### config.mk
export PLATFORM = sky130hd
export DESIGN_NAME = mode_ctrl_bank
export DESIGN_NICKNAME = d
export VERILOG_FILES = /design/src/rtl/mode_ctrl_pkg.sv /design/src/rtl/sync_edge.sv /design/src/rtl/mode_ctrl_bank.sv
export SDC_FILE = /design/constraint.sdc
export NUM_CORES = 1
export LEC_CHECK = 0
export CAP_MARGIN = 20
export CORE_MARGIN = 4
export CORE_UTILIZATION = 50
export CTS_BUF_LIST = sky130_fd_sc_hd__clkbuf_4
export CTS_CLUSTER_SIZE = 24
export DETAILED_ROUTE_END_ITERATION = 16
export PLACE_DENSITY = 0.84
export SETUP_SLACK_MARGIN = 0.05
export SLEW_MARGIN = 20
export SYNTH_ARGS = -nofsm -noshare
export SYNTH_HDL_FRONTEND = slang
export SYNTH_SLANG_ARGS = --single-unit
### constraint.sdc
create_clock -name clk -period 2.4 [get_ports clk]
set_clock_uncertainty 0.2 [all_clocks]
set_input_delay 0.24 -clock clk [delete_from_list [all_inputs] [get_ports clk]]
set_output_delay 0.24 -clock clk [all_outputs]
set_load 0.005 [all_outputs]
### src/rtl/mode_ctrl_pkg.sv
// Shared definitions for the multi-mode display control bank.
package mode_ctrl_pkg;

    localparam int unsigned CTRL_W     = 5;

    localparam int unsigned F_ENABLE   = 0;
    localparam int unsigned F_LOAD     = 1;
    localparam int unsigned F_CLEAR    = 2;
    localparam int unsigned F_COUNT_UP = 3;
    localparam int unsigned F_EN_BU    = 4;

    localparam int unsigned MODE_MMSS  = 0;
    localparam int unsigned MODE_DECI  = 1;

    typedef struct packed {
        logic en_bu;
        logic count_up;
        logic clear;
        logic load;
        logic enable;
    } ctrl_word_t;

endpackage

### src/rtl/sync_edge.sv
// Two-flop synchroniser with a history flop; exposes level, history and rising edge.
module sync_edge #(
    parameter int unsigned W = 1
) (
    input  logic         clk,
    input  logic         rst_n,
    input  logic [W-1:0] d,
    output logic [W-1:0] level,
    output logic [W-1:0] hist,
    output logic [W-1:0] rise_c
);

    logic [W-1:0] s1;
    logic [W-1:0] s2;
    logic [W-1:0] s3;

    always_ff @(posedge clk or negedge rst_n) begin
        if (!rst_n) begin
            s1 <= '0;
            s2 <= '0;
            s3 <= '0;
        end else begin
            s1 <= d;
            s2 <= s1;
            s3 <= s2;
        end
    end

    assign level  = s2;
    assign hist   = s3;
    assign rise_c = s2 & ~s3;

endmodule

### src/rtl/mode_ctrl_bank.sv
// Per-mode control word bank: synchronised buttons/switches update the word of the
// accepted mode; exposes all words plus a registered copy of the active one.
module mode_ctrl_bank
    import mode_ctrl_pkg::*;
#(
    parameter int unsigned N_MODES = 2,
    parameter int unsigned MODE_W  = 3
) (
    input  logic                       clk,
    input  logic                       rst_n,
    input  logic [MODE_W-1:0]          mode_sel,
    input  logic                       btn_enable,
    input  logic                       btn_load,
    input  logic                       btn_clear,
    input  logic                       sw_count_up,
    input  logic                       sw_en_bu,
    output logic [CTRL_W*N_MODES-1:0]  states,
    output logic [CTRL_W-1:0]          active_word,
    output logic [MODE_W-1:0]          mode_q,
    output logic                       mode_change
);

    logic              en_rise_c;
    logic              ld_rise_c;
    logic              clr_rise_c;
    logic [1:0]        sw_lvl;
    logic [MODE_W-1:0] mode_lvl;
    logic [MODE_W-1:0] mode_hist;

    logic              unused_en_lvl, unused_en_hist;
    logic              unused_ld_lvl, unused_ld_hist;
    logic              unused_clr_lvl, unused_clr_hist;
    logic [1:0]        unused_sw_hist, unused_sw_rise;
    logic [MODE_W-1:0] unused_mode_rise;

    sync_edge #(.W(1)) u_sync_enable (
        .clk(clk), .rst_n(rst_n), .d(btn_enable),
        .level(unused_en_lvl), .hist(unused_en_hist), .rise_c(en_rise_c)
    );

    sync_edge #(.W(1)) u_sync_load (
        .clk(clk), .rst_n(rst_n), .d(btn_load),
        .level(unused_ld_lvl), .hist(unused_ld_hist), .rise_c(ld_rise_c)
    );

    sync_edge #(.W(1)) u_sync_clear (
        .clk(clk), .rst_n(rst_n), .d(btn_clear),
        .level(unused_clr_lvl), .hist(unused_clr_hist), .rise_c(clr_rise_c)
    );

    sync_edge #(.W(2)) u_sync_sw (
        .clk(clk), .rst_n(rst_n), .d({sw_en_bu, sw_count_up}),
        .level(sw_lvl), .hist(unused_sw_hist), .rise_c(unused_sw_rise)
    );

    sync_edge #(.W(MODE_W)) u_sync_mode (
        .clk(clk), .rst_n(rst_n), .d(mode_sel),
        .level(mode_lvl), .hist(mode_hist), .rise_c(unused_mode_rise)
    );

    ctrl_word_t        words_q   [N_MODES];
    ctrl_word_t        words_nxt [N_MODES];
    ctrl_word_t        word_nxt;
    logic [MODE_W-1:0] mode_nxt;
    logic              accept_c;

    // Next-state: mode acceptance, then selected-word update (suppressed on a mode change).
    always_comb begin
        accept_c = (mode_lvl != mode_hist) && (mode_lvl != mode_q)
                   && (32'(mode_lvl) < N_MODES);
        mode_nxt = accept_c ? mode_lvl : mode_q;
        word_nxt = '0;

        for (int unsigned m = 0; m < N_MODES; m++) begin
            words_nxt[m]       = words_q[m];
            words_nxt[m].load  = 1'b0;
            words_nxt[m].clear = 1'b0;
            if (!accept_c && (MODE_W'(m) == mode_q)) begin
                words_nxt[m].enable   = words_q[m].enable ^ en_rise_c;
                words_nxt[m].load     = ld_rise_c;
                words_nxt[m].clear    = clr_rise_c;
                words_nxt[m].count_up = sw_lvl[0];
                words_nxt[m].en_bu    = sw_lvl[1];
            end
        end

        for (int unsigned m = 0; m < N_MODES; m++) begin
            if (MODE_W'(m) == mode_nxt) begin
                word_nxt = words_nxt[m];
            end
        end
    end

    always_ff @(posedge clk or negedge rst_n) begin
        if (!rst_n) begin
            for (int unsigned m = 0; m < N_MODES; m++) begin
                words_q[m] <= '0;
            end
            mode_q      <= '0;
            active_word <= '0;
            mode_change <= 1'b0;
        end else begin
            for (int unsigned m = 0; m < N_MODES; m++) begin
                words_q[m] <= words_nxt[m];
            end
            mode_q      <= mode_nxt;
            active_word <= word_nxt;
            mode_change <= accept_c;
        end
    end

    for (genvar g = 0; g < int'(N_MODES); g++) begin : g_flat
        assign states[g*CTRL_W +: CTRL_W] = words_q[g];
    end

endmodule
==> results.json, run 1 <==
{
  "route.detailed.drc": 0,
  "io_buffers": 28,
  "first_pass_iters": 4,
  "path_class": "reg -> reg",
  "cts_root_buf": "clkbuf_4",
  "die_y_um": 61.3,
  "netlist_instances": 93,
  "synth.distinct_cells": 28,
  "rows": 19,
  "post-route-util_pct": 66.9,
  "finalCriticalPeriod_ns": 1.92,
  "ioPinCount": 29,
  "power_density_nw_per_um2": 1030,
  "die-area_um2": 3760,
  "clockBufferDepth": 2,
  "worstReg2RegStart": "u_sync_mode.level[0]",
  "top_layer": "met4",
  "syn-num-nets": 103,
  "initial_utilization_pct": 52.0,
  "grt_pass1_wl_mm": 3.46,
  "start_kind": "flip-flop",
  "yosysWarnings": 0,
  "outcome": "finished, final reports clean",
  "routed_via_density": 5.11,
  "drive_gt1_share_pct": 17.7,
  "post_dp_cell_area_um2": 1740,
  "worstMarginPinSlew_ns": 0.838,
  "clock_latency_ns": 0.35,
  "ctsResizeCount": 0,
  "coreArea_um2": 2730,
  "fin_setup_tns_ns": 0,
  "dpl.hpwl_mm": 1.51,
  "layout.nets": 139,
  "final-setup-viol-count": 0,
  "worstHoldPathType": "in -> reg",
  "ys_ff_latch": 41,
  "regArea_um2": 1030,
  "cts_buffers": 5,
  "slew_headroom_pct": 44.1,
  "worstSetupEndpointType": "flip-flop",
  "r2r-end": "active_word[4]",
  "yosysSeqAreaShare_pct": 72.2,
  "rsz0062_at_grt": "false",
  "wl_met2_mm": 1.10,
  "syn_area_per_cell_um2": 15.3,
  "max-cap-violations": 0,
  "cts_max_level": 2,
  "grt_max_degree": 42,
  "finalHoldViolCount": 0,
  "power_mw": 1.88,
  "drtIter0Drc": 17,
  "postCtsSetupRepairBufs": 0,
  "num-fill-cells": 191,
  "clkTransAtPathRegs_ns": 0.12,
  "clock-sinks": 41,
  "area_growth_pct": 28.7,
  "fin_crit_sh_pct": 80.1,
  "n_antenna_cell": 0,
  "crit_end": "active_word[4]",
  "wl_met3_um": 107,
  "setup_slack_ns": 0.478,
  "grt_overflow": 0,
  "wl_mm": 2.13,
  "regToRegSetupSlack_ns": 0.48,
  "ir_drop_mv": 1.01,
  "pre_cts_ws_ns": 0.506,
  "reg2regPathDepth": 4,
  "crit_arrival_ns": 1.97,
  "crit_fanout": 7,
  "antenna_left": 0,
  "first_global_vias": 813,
  "wl_met1_um": 873,
  "syn_area_um2": 1420,
  "final_cells": 161,
  "worstPathRequired_ns": 2.45,
  "holdWs_ns": 0.111,
  "gp_congestion": 0.736,
  "dp_cells": 152,
  "wl_per_cell_um": 13.2,
  "antenna_found_initial": 0,
  "vias": 822,
  "p_leak_nw": 0.817,
  "fin_area_um2": 1830,
  "max_freq_mhz": 520,
  "slew_violations": 0,
  "cp-startpoint": "u_sync_mode.level[0]",
  "die_x_um": 61.3,
  "multi_input_area_um2": 384,
  "cts_tree": "yes",
  "grt_use_total_pct": 13.6
}
-- worst min path at each step --
| stage | to | cells past startpoint | slack [ns] | startpoint |
|---|---|---|---|---|
| 4_1_cts | u_sync_mode.s1[0] | 1 | 0.09 | mode_sel[0] |
| 3_5_place_dp | u_sync_load.level | 0 | 0.13 | u_sync_load.s1 |
| 3_3_place_gp | u_sync_load.level | 0 | 0.13 | u_sync_load.s1 |
| 6_report | u_sync_mode.s1[0] | 1 | 0.11 | mode_sel[0] |
| 5_1_grt | u_sync_mode.s1[0] | 1 | 0.07 | mode_sel[0] |
| 2_1_floorplan | active_word[0] | 0 | -0.26 | rst_n |
-- synthesized netlist by cell type --
| library cell | number | share of area, % |
|---|---|---|
| dfrtp_1 | 41 | 72 |
| nor2_1 | 7 | 1.8 |
| a21oi_1 | 4 | 1.4 |
| nand2_1 | 4 | 1.1 |
| inv_1 | 3 | 0.79 |
| nand2b_1 | 3 | 1.3 |
| a21o_1 | 2 | 1.1 |
| a22o_1 | 2 | 1.2 |
| and2_1 | 2 | 0.88 |
| mux2_2 | 2 | 1.6 |
| mux2_4 | 2 | 2.1 |
| nand3_1 | 2 | 0.70 |
| nor3_1 | 2 | 0.70 |
| nor3_2 | 2 | 1.4 |
| or3_1 | 2 | 0.88 |
| a31oi_4 | 1 | 1.5 |
| and3b_2 | 1 | 0.70 |
| nor2b_1 | 1 | 0.44 |
| nor3_4 | 1 | 1.1 |
| nor3b_4 | 1 | 1.3 |
| o2111ai_1 | 1 | 0.62 |
| o211ai_1 | 1 | 0.53 |
| o21ai_2 | 1 | 0.62 |
| o21ai_4 | 1 | 1.1 |
| or3_4 | 1 | 0.79 |
| or3b_4 | 1 | 0.79 |
| xnor2_1 | 1 | 0.62 |
| xor2_1 | 1 | 0.62 |
-- worst max-delay path, cell delays in order, from the launching register on --
cell	delay, ns
dfrtp_1	0.49
or3_4	0.40
o21ai_4	0.23
mux2_4	0.33
a21o_1	0.18
-- area by class of cell --
| type | instances | area share, % |
|---|---|---|
| clock buffers | 5 | 2.05 |
| repair buffers | 29 | 15.6 |
| flip-flops and latches | 41 | 56.1 |
| multi-input cells | 49 | 21.0 |
| inverters | 3 | 0.616 |
| clock inverters | 3 | 2.53 |
| well taps | 31 | 2.12 |
-- cells in the final DEF, fill, tap and decap left out, types with 2 or more instances in the layout --
cell / netlist / routed
and2_1: 2 / 2
a21o_1: 2 / 2
a22o_1: 2 / 2
nand2b_1: 3 / 3
nor3_2: 2 / 2
or3_1: 2 / 2
a21oi_1: 4 / 4
nor2_1: 7 / 7
nor3_1: 2 / 2
dfrtp_1: 41 / 41
clkbuf_4: 0 / 5
mux2_2: 2 / 2
mux2_4: 2 / 2
inv_1: 3 / 3
nand3_1: 2 / 2
clkdlybuf4s50_1: 0 / 27
nand2_1: 4 / 4
-- flip-flops by register name, summed over array words and instances, names as in the netlist --
name                 cells
u_sync_mode.hist         3
u_sync_enable.s1         1
u_sync_clear.hist        1
u_sync_load.hist         1
u_sync_enable.hist       1
u_sync_mode.s1           3
u_sync_sw.s1             2
u_sync_mode.level        3
u_sync_sw.level          2
u_sync_load.level        1
u_sync_clear.s1          1
mode_change              1
mode_q                   3
active_word              5
u_sync_load.s1           1
states                  10
u_sync_enable.level      1
u_sync_clear.level       1
-- routing by layer --
metal / vias to the layer above / track usage [%]
li1: 389 / -
met4: 0 / 10.2
met2: 22 / 21.5
met5: - / 0
met3: 4 / 5.03
met1: 407 / 14.8
-- logic make-up after synthesis --
| group | synth area share [%] |
|---|---|
| AO/OA/AOI/OAI | 8.10 |
| flip-flops | 72.2 |
| multiplexers | 3.70 |
| AND/OR/NAND/NOR | 14.0 |
| buffers and inverters | 0.792 |
| XOR/XNOR | 1.23 |
-- report_power, final --
part           total, mW  switching, mW  leakage [nW]  internal (mW)
clock network      0.444          0.224        0.0414          0.221
logic              0.551          0.215         0.280          0.336
registers          0.885         0.0742         0.496          0.811
-- what timing repair did --
item,in CTS,in global routing
hold endpoints to repair,41,0
setup endpoints to repair,0,0
hold buffers,1,0
Power figures use the tool's default switching activity.
==> run 2, diff against run 1 <==
--- a/config.mk
+++ b/config.mk
@@ -7,11 +7,11 @@
 export LEC_CHECK = 0
 export CAP_MARGIN = 20
 export CORE_MARGIN = 4
-export CORE_UTILIZATION = 50
+export CORE_UTILIZATION = 47
 export CTS_BUF_LIST = sky130_fd_sc_hd__clkbuf_4
 export CTS_CLUSTER_SIZE = 24
 export DETAILED_ROUTE_END_ITERATION = 16
-export PLACE_DENSITY = 0.84
+export PLACE_DENSITY = 0.83
 export SETUP_SLACK_MARGIN = 0.05
 export SLEW_MARGIN = 20
 export SYNTH_ARGS = -nofsm -noshare
==> constraint.sdc (replaced) <==
create_clock -name clk -period 1.6 [get_ports clk]
set_clock_uncertainty 0.2 [all_clocks]
set_input_delay 0.16 -clock clk [delete_from_list [all_inputs] [get_ports clk]]
set_output_delay 0.16 -clock clk [all_outputs]
set_load 0.005 [all_outputs]
==> results.json, run 2 (same netlist as run 1, synthesis figures left out) <==
{
  "gp_congestion": 0.855,
  "final_common_cell": "dfrtp_1",
  "worstPathRequired_ns": 1.65,
  "grt_overflow": 0,
  "num-fill-cells": 172,
  "route.detailed.drc": 0,
  "p_leak_nw": 1.02,
  "ioPinCount": 29,
  "ir_drop_mv": 0.711,
  "pwr-share-comb_pct": 40.5,
  "power_mw": 3.00,
  "dp_cells": 168,
  "rsz0062_at_grt": "true",
  "drive_gt1_share_pct": 41.0,
  "wl_per_cell_um": 14.6,
  "fin_crit_sh_pct": 112,
  "pwr-share-seq_pct": 43.3,
  "start_kind": "flip-flop",
  "worstMarginPinSlew_ns": 0.431,
  "power_density_nw_per_um2": 1440,
  "crit_arrival_ns": 1.84,
  "n_antenna_cell": 0,
  "setup_slack_ns": -0.189,
  "pre_cts_ws_ns": -0.190,
  "max-cap-violations": 0,
  "clock-sinks": 41,
  "cts_root_buf": "clkbuf_4",
  "worstHoldPathType": "in -> reg",
  "intPower_mw": 2.10,
  "antenna_left": 0,
  "rows": 19,
  "grt_pass1_wl_mm": 4.95,
  "path_class": "reg -> reg",
  "die_y_um": 63.0,
  "cts_max_level": 2,
  "clock_latency_ns": 0.34,
  "p_sw_share_pct": 29.8,
  "drtIter0Drc": 54,
  "coreArea_um2": 2830,
  "clkPwrFrac_pct": 16.2,
  "area_growth_pct": 46.8,
  "dpl.hpwl_mm": 1.99,
  "worstSetupEndpointType": "flip-flop",
  "slew_headroom_pct": 71.3,
  "met2_usage_pct": 29.9,
  "final_cells": 192,
  "power_switching_mw": 0.892,
  "max_freq_mhz": 559,
  "finalCriticalPeriod_ns": 1.79,
  "outcome": "finished with violations",
  "grtUsageMet1_pct": 17.8,
  "most-common-layout-cells": "38 x dfrtp_1, 24 x buf_4, 16 x dlygate4sd2_1",
  "antenna_found_initial": 0,
  "grt_use_total_pct": 17.0,
  "die-area_um2": 3970,
  "finalHoldViolCount": 0,
  "failed_checks": "negative setup slack",
  "layout.nets": 170,
  "holdWs_ns": 0.0372,
  "vias": 937,
  "largest_reg_flops": 10,
  "final-setup-viol-count": 18,
  "wl_mm": 2.81,
  "clockBufferDepth": 2,
  "use_met3_pct": 6.29,
  "reg2regPathDepth": 4,
  "io_buffers": 28,
  "top_usage_layer": "met2",
  "post-route-util_pct": 73.8,
  "slew_violations": 0,
  "first_pass_iters": 4,
  "crit_fanout": 3,
  "grt_max_degree": 24,
  "cts_buffers": 5,
  "clkTransAtPathRegs_ns": 0.11,
  "first_global_vias": 1039,
  "hold_depth": 1,
  "die_x_um": 63.0,
  "routed_via_density": 4.88,
  "cts_tree": "yes",
  "initial_utilization_pct": 50.2
}
==> run 2: cell types whose count changed in the layout (fill, tap and decap cells not counted), moves of 3 or more <==
| cell | before | now |
|---|---|---|
| dfrtp_1 | 41 | 38 |
| dfrtp_2 | 0 | 3 |
| buf_6 | 0 | 5 |
| nor2_1 | 7 | 4 |
| buf_4 | 0 | 24 |
| dlygate4sd2_1 | 0 | 16 |
| a21oi_2 | 0 | 3 |
| clkdlybuf4s50_1 | 27 | 8 |
| a21oi_1 | 4 | 1 |
==> run 2: critical path, cell delays in order, from the launching register on <==
cell and delay [ns]:
dfrtp_1 0.40, or3_4 0.42, o21ai_4 0.20, mux2_4 0.32, a21o_1 0.16
==> run 2: worst paths after layout <==
| check | from | end | slack, ns |
|---|---|---|---|
| worst max-delay path | u_sync_mode.level[1] | active_word[4] | -0.19 |
| worst min-delay path | sw_en_bu | u_sync_sw.s1[1] | 0.04 |
| worst max register to register | u_sync_mode.level[1] | active_word[4] | -0.19 |
| worst min register to register | u_sync_enable.s1 | u_sync_enable.level | 0.16 |
| max in group asynchronous | rst_n | states[2] | 0.68 |
| min in group asynchronous | rst_n | u_sync_enable.hist | 0.07 |
==> run 2: metrics by stage <==
stage          setup TNS, ns  area, µm²
2_1_floorplan         -0.618       1440
3_3_place_gp          -0.719       1880
3_5_place_dp           -1.19       1880
4_1_cts                -1.69       2040
5_1_grt                -3.24       2090
6_report               -2.03       2090
==> run 2: power groups by stage <==
stage / clock [mW] / sequential, mW / combinational [mW]
floorplan: 0 / 1.36 / 0.431
finish: 0.487 / 1.30 / 1.21
CTS: 0.511 / 1.29 / 1.13
detailed placement: 0 / 1.36 / 0.984
global route: 0.552 / 1.32 / 1.32
global placement: 0 / 1.34 / 0.949
==> run 2: routing by layer <==
layer	vias to the layer above	wire (µm)
met5	-	0
met4	0	70
met3	7	113
met2	23	1540
met1	453	1080
li1	454	-
==> run 2: area by class of cell <==
class,count,area [µm²],share of cell area [%]
Timing Repair Buffer,60,517,24.8
Multi-Input combinational cell,49,437,20.9
Inverter,3,11.3,0.540
Sequential cell,41,1030,49.3
Clock buffer,5,37.5,1.80
Tap cell,31,38.8,1.86
Clock inverter,3,16.3,0.779
==> run 2: timing repair <==
item,CTS,global route
setup buffers,12,3
pin swaps,7,7
gates cloned,0,0
hold buffers,1,1
endpoints found under the hold margin,41,1
endpoints found under the setup margin,33,22
resized for setup,32,10
==> run 3, diff against run 2 <==
--- a/config.mk
+++ b/config.mk
@@ -6,11 +6,12 @@
 export NUM_CORES = 1
 export LEC_CHECK = 0
 export CAP_MARGIN = 20
-export CORE_MARGIN = 4
+export CORE_ASPECT_RATIO = 1.1
 export CORE_UTILIZATION = 47
 export CTS_BUF_LIST = sky130_fd_sc_hd__clkbuf_4
 export CTS_CLUSTER_SIZE = 24
 export DETAILED_ROUTE_END_ITERATION = 16
+export MAX_ROUTING_LAYER = met4
 export PLACE_DENSITY = 0.83
 export SETUP_SLACK_MARGIN = 0.05
 export SLEW_MARGIN = 20
==> results.json, run 3 (same netlist as run 1, synthesis figures left out) <==
{
  "slew_violations": 0,
  "layout.nets": 165,
  "power_density_nw_per_um2": 1480,
  "dpl.hpwl_mm": 1.81,
  "finalHoldViolCount": 0,
  "max-cap-violations": 0,
  "path_class": "reg -> reg",
  "grt_max_degree": 26,
  "antenna_left": 0,
  "die_x_um": 54.4,
  "first_pass_iters": 4,
  "grt_use_total_pct": 20.1,
  "route.detailed.drc": 0,
  "cts_tree": "yes",
  "wl_per_cell_um": 15.3,
  "ir_drop_mv": 1.11,
  "setup_slack_ns": -0.259,
  "n_antenna_cell": 0,
  "final-setup-viol-count": 13,
  "routed_via_density": 5.19,
  "drtIter0Drc": 35,
  "first_global_vias": 988,
  "outcome": "finished with violations",
  "final_common_cell": "dfrtp_1",
  "failed_checks": "negative setup slack",
  "grt_overflow": 0,
  "worstHoldPathType": "in -> reg",
  "gp_congestion": 0.784,
  "largest_reg_flops": 10,
  "worstMarginPinSlew_ns": 0.420,
  "wl_mm": 2.89,
  "start_kind": "flip-flop",
  "grt_pass1_wl_mm": 4.26,
  "worstSetupEndpointType": "flip-flop",
  "clkTransAtPathRegs_ns": 0.14,
  "ioPinCount": 29,
  "p_leak_nw": 1.01,
  "drive_gt1_share_pct": 41.7,
  "initial_utilization_pct": 50.3,
  "max_freq_mhz": 538,
  "coreArea_um2": 2830,
  "clock-sinks": 41,
  "crit_arrival_ns": 1.88,
  "rows": 20,
  "worstPathRequired_ns": 1.62,
  "finalCriticalPeriod_ns": 1.86,
  "slew_headroom_pct": 72.0,
  "clock_latency_ns": 0.36,
  "power_mw": 3.12,
  "die-area_um2": 3250,
  "fin_setup_tns_ns": -2.01,
  "cts_root_buf": "clkbuf_4",
  "vias": 980,
  "rsz0062_at_grt": "true",
  "antenna_found_initial": 0,
  "die_y_um": 59.7,
  "cts_max_level": 2,
  "cts_buffers": 5,
  "clockBufferDepth": 2,
  "most-common-layout-cells": "38 x dfrtp_1, 21 x buf_4, 16 x dlygate4sd2_1",
  "crit_fanout": 3,
  "io_buffers": 28,
  "area_growth_pct": 48.8,
  "fin_crit_sh_pct": 116
}
==> run 3: final timing paths <==
check / endpoint / start / slack, ns / depth (start not counted)
max in group asynchronous: states[4] / rst_n / 0.67 / 3
min in group asynchronous: u_sync_mode.level[2] / rst_n / 0.04 / 2
worst max-delay path: active_word[0] / u_sync_mode.level[2] / -0.26 / 4
worst min register to register: u_sync_mode.level[2] / u_sync_mode.s1[2] / 0.15 / 0
worst max register to register: active_word[0] / u_sync_mode.level[2] / -0.26 / 4
worst min-delay path: u_sync_sw.s1[0] / sw_count_up / 0.03 / 1
==> run 3: worst max-delay path, cell delays in order, from the launching register on <==
cell       delay, ns
dfrtp_1         0.41
or3_4           0.41
o211ai_1        0.27
xor2_1          0.28
o2111ai_2       0.16
==> run 3: timing repair <==
action | 4_1_cts | 5_1_grt
hold endpoints to repair | 41 | 0
gates resized for setup | 28 | 18
pin swaps | 5 | 13
hold buffers | 1 | 0
gates cloned | 0 | 0
endpoints found under the setup margin | 36 | 21
buffers inserted | 6 | 7
==> run 3: layout make-up <==
type / count / area (µm²)
timing repair buffer: 55 / 484
inverter: 3 / 11.3
sequential: 41 / 1030
clock inverter: 3 / 46.3
multi-input combinational: 49 / 464
tap: 33 / 41.3
fill: 181 / 713
clock buffer: 5 / 37.5
==> run 3: power by group <==
part,internal [mW],total (mW),switching [mW]
registers,1.22,1.30,0.0814
clock network,0.331,0.675,0.344
logic,0.661,1.15,0.488
==> run 3: metrics by stage <==
stage | utilization [%] | area (µm²) | instances | hold slack, ns | setup WS [ns]
after floorplan | - | 1440 | 93 | -0.336 | -0.192
after global placement | 66.2 | 1870 | 168 | -0.0998 | -0.149
after detailed placement | 66.2 | 1870 | 168 | -0.0823 | -0.189
after CTS | 70.8 | 2000 | 183 | 0.0191 | -0.211
after global routing | 74.8 | 2110 | 189 | 0.0219 | -0.285
final | 74.8 | 2110 | 189 | 0.0337 | -0.259
==> run 3: metal layers <==
| layer | global-route usage [%] | wire [µm] | share of wire, % |
|---|---|---|---|
| met3 | 6.87 | 164 | 5.7 |
| met2 | 31.0 | 1520 | 53 |
| met5 | - | 0 | 0 |
| met1 | 23.1 | 1140 | 40 |
| met4 | 9.52 | 59 | 2.0 |
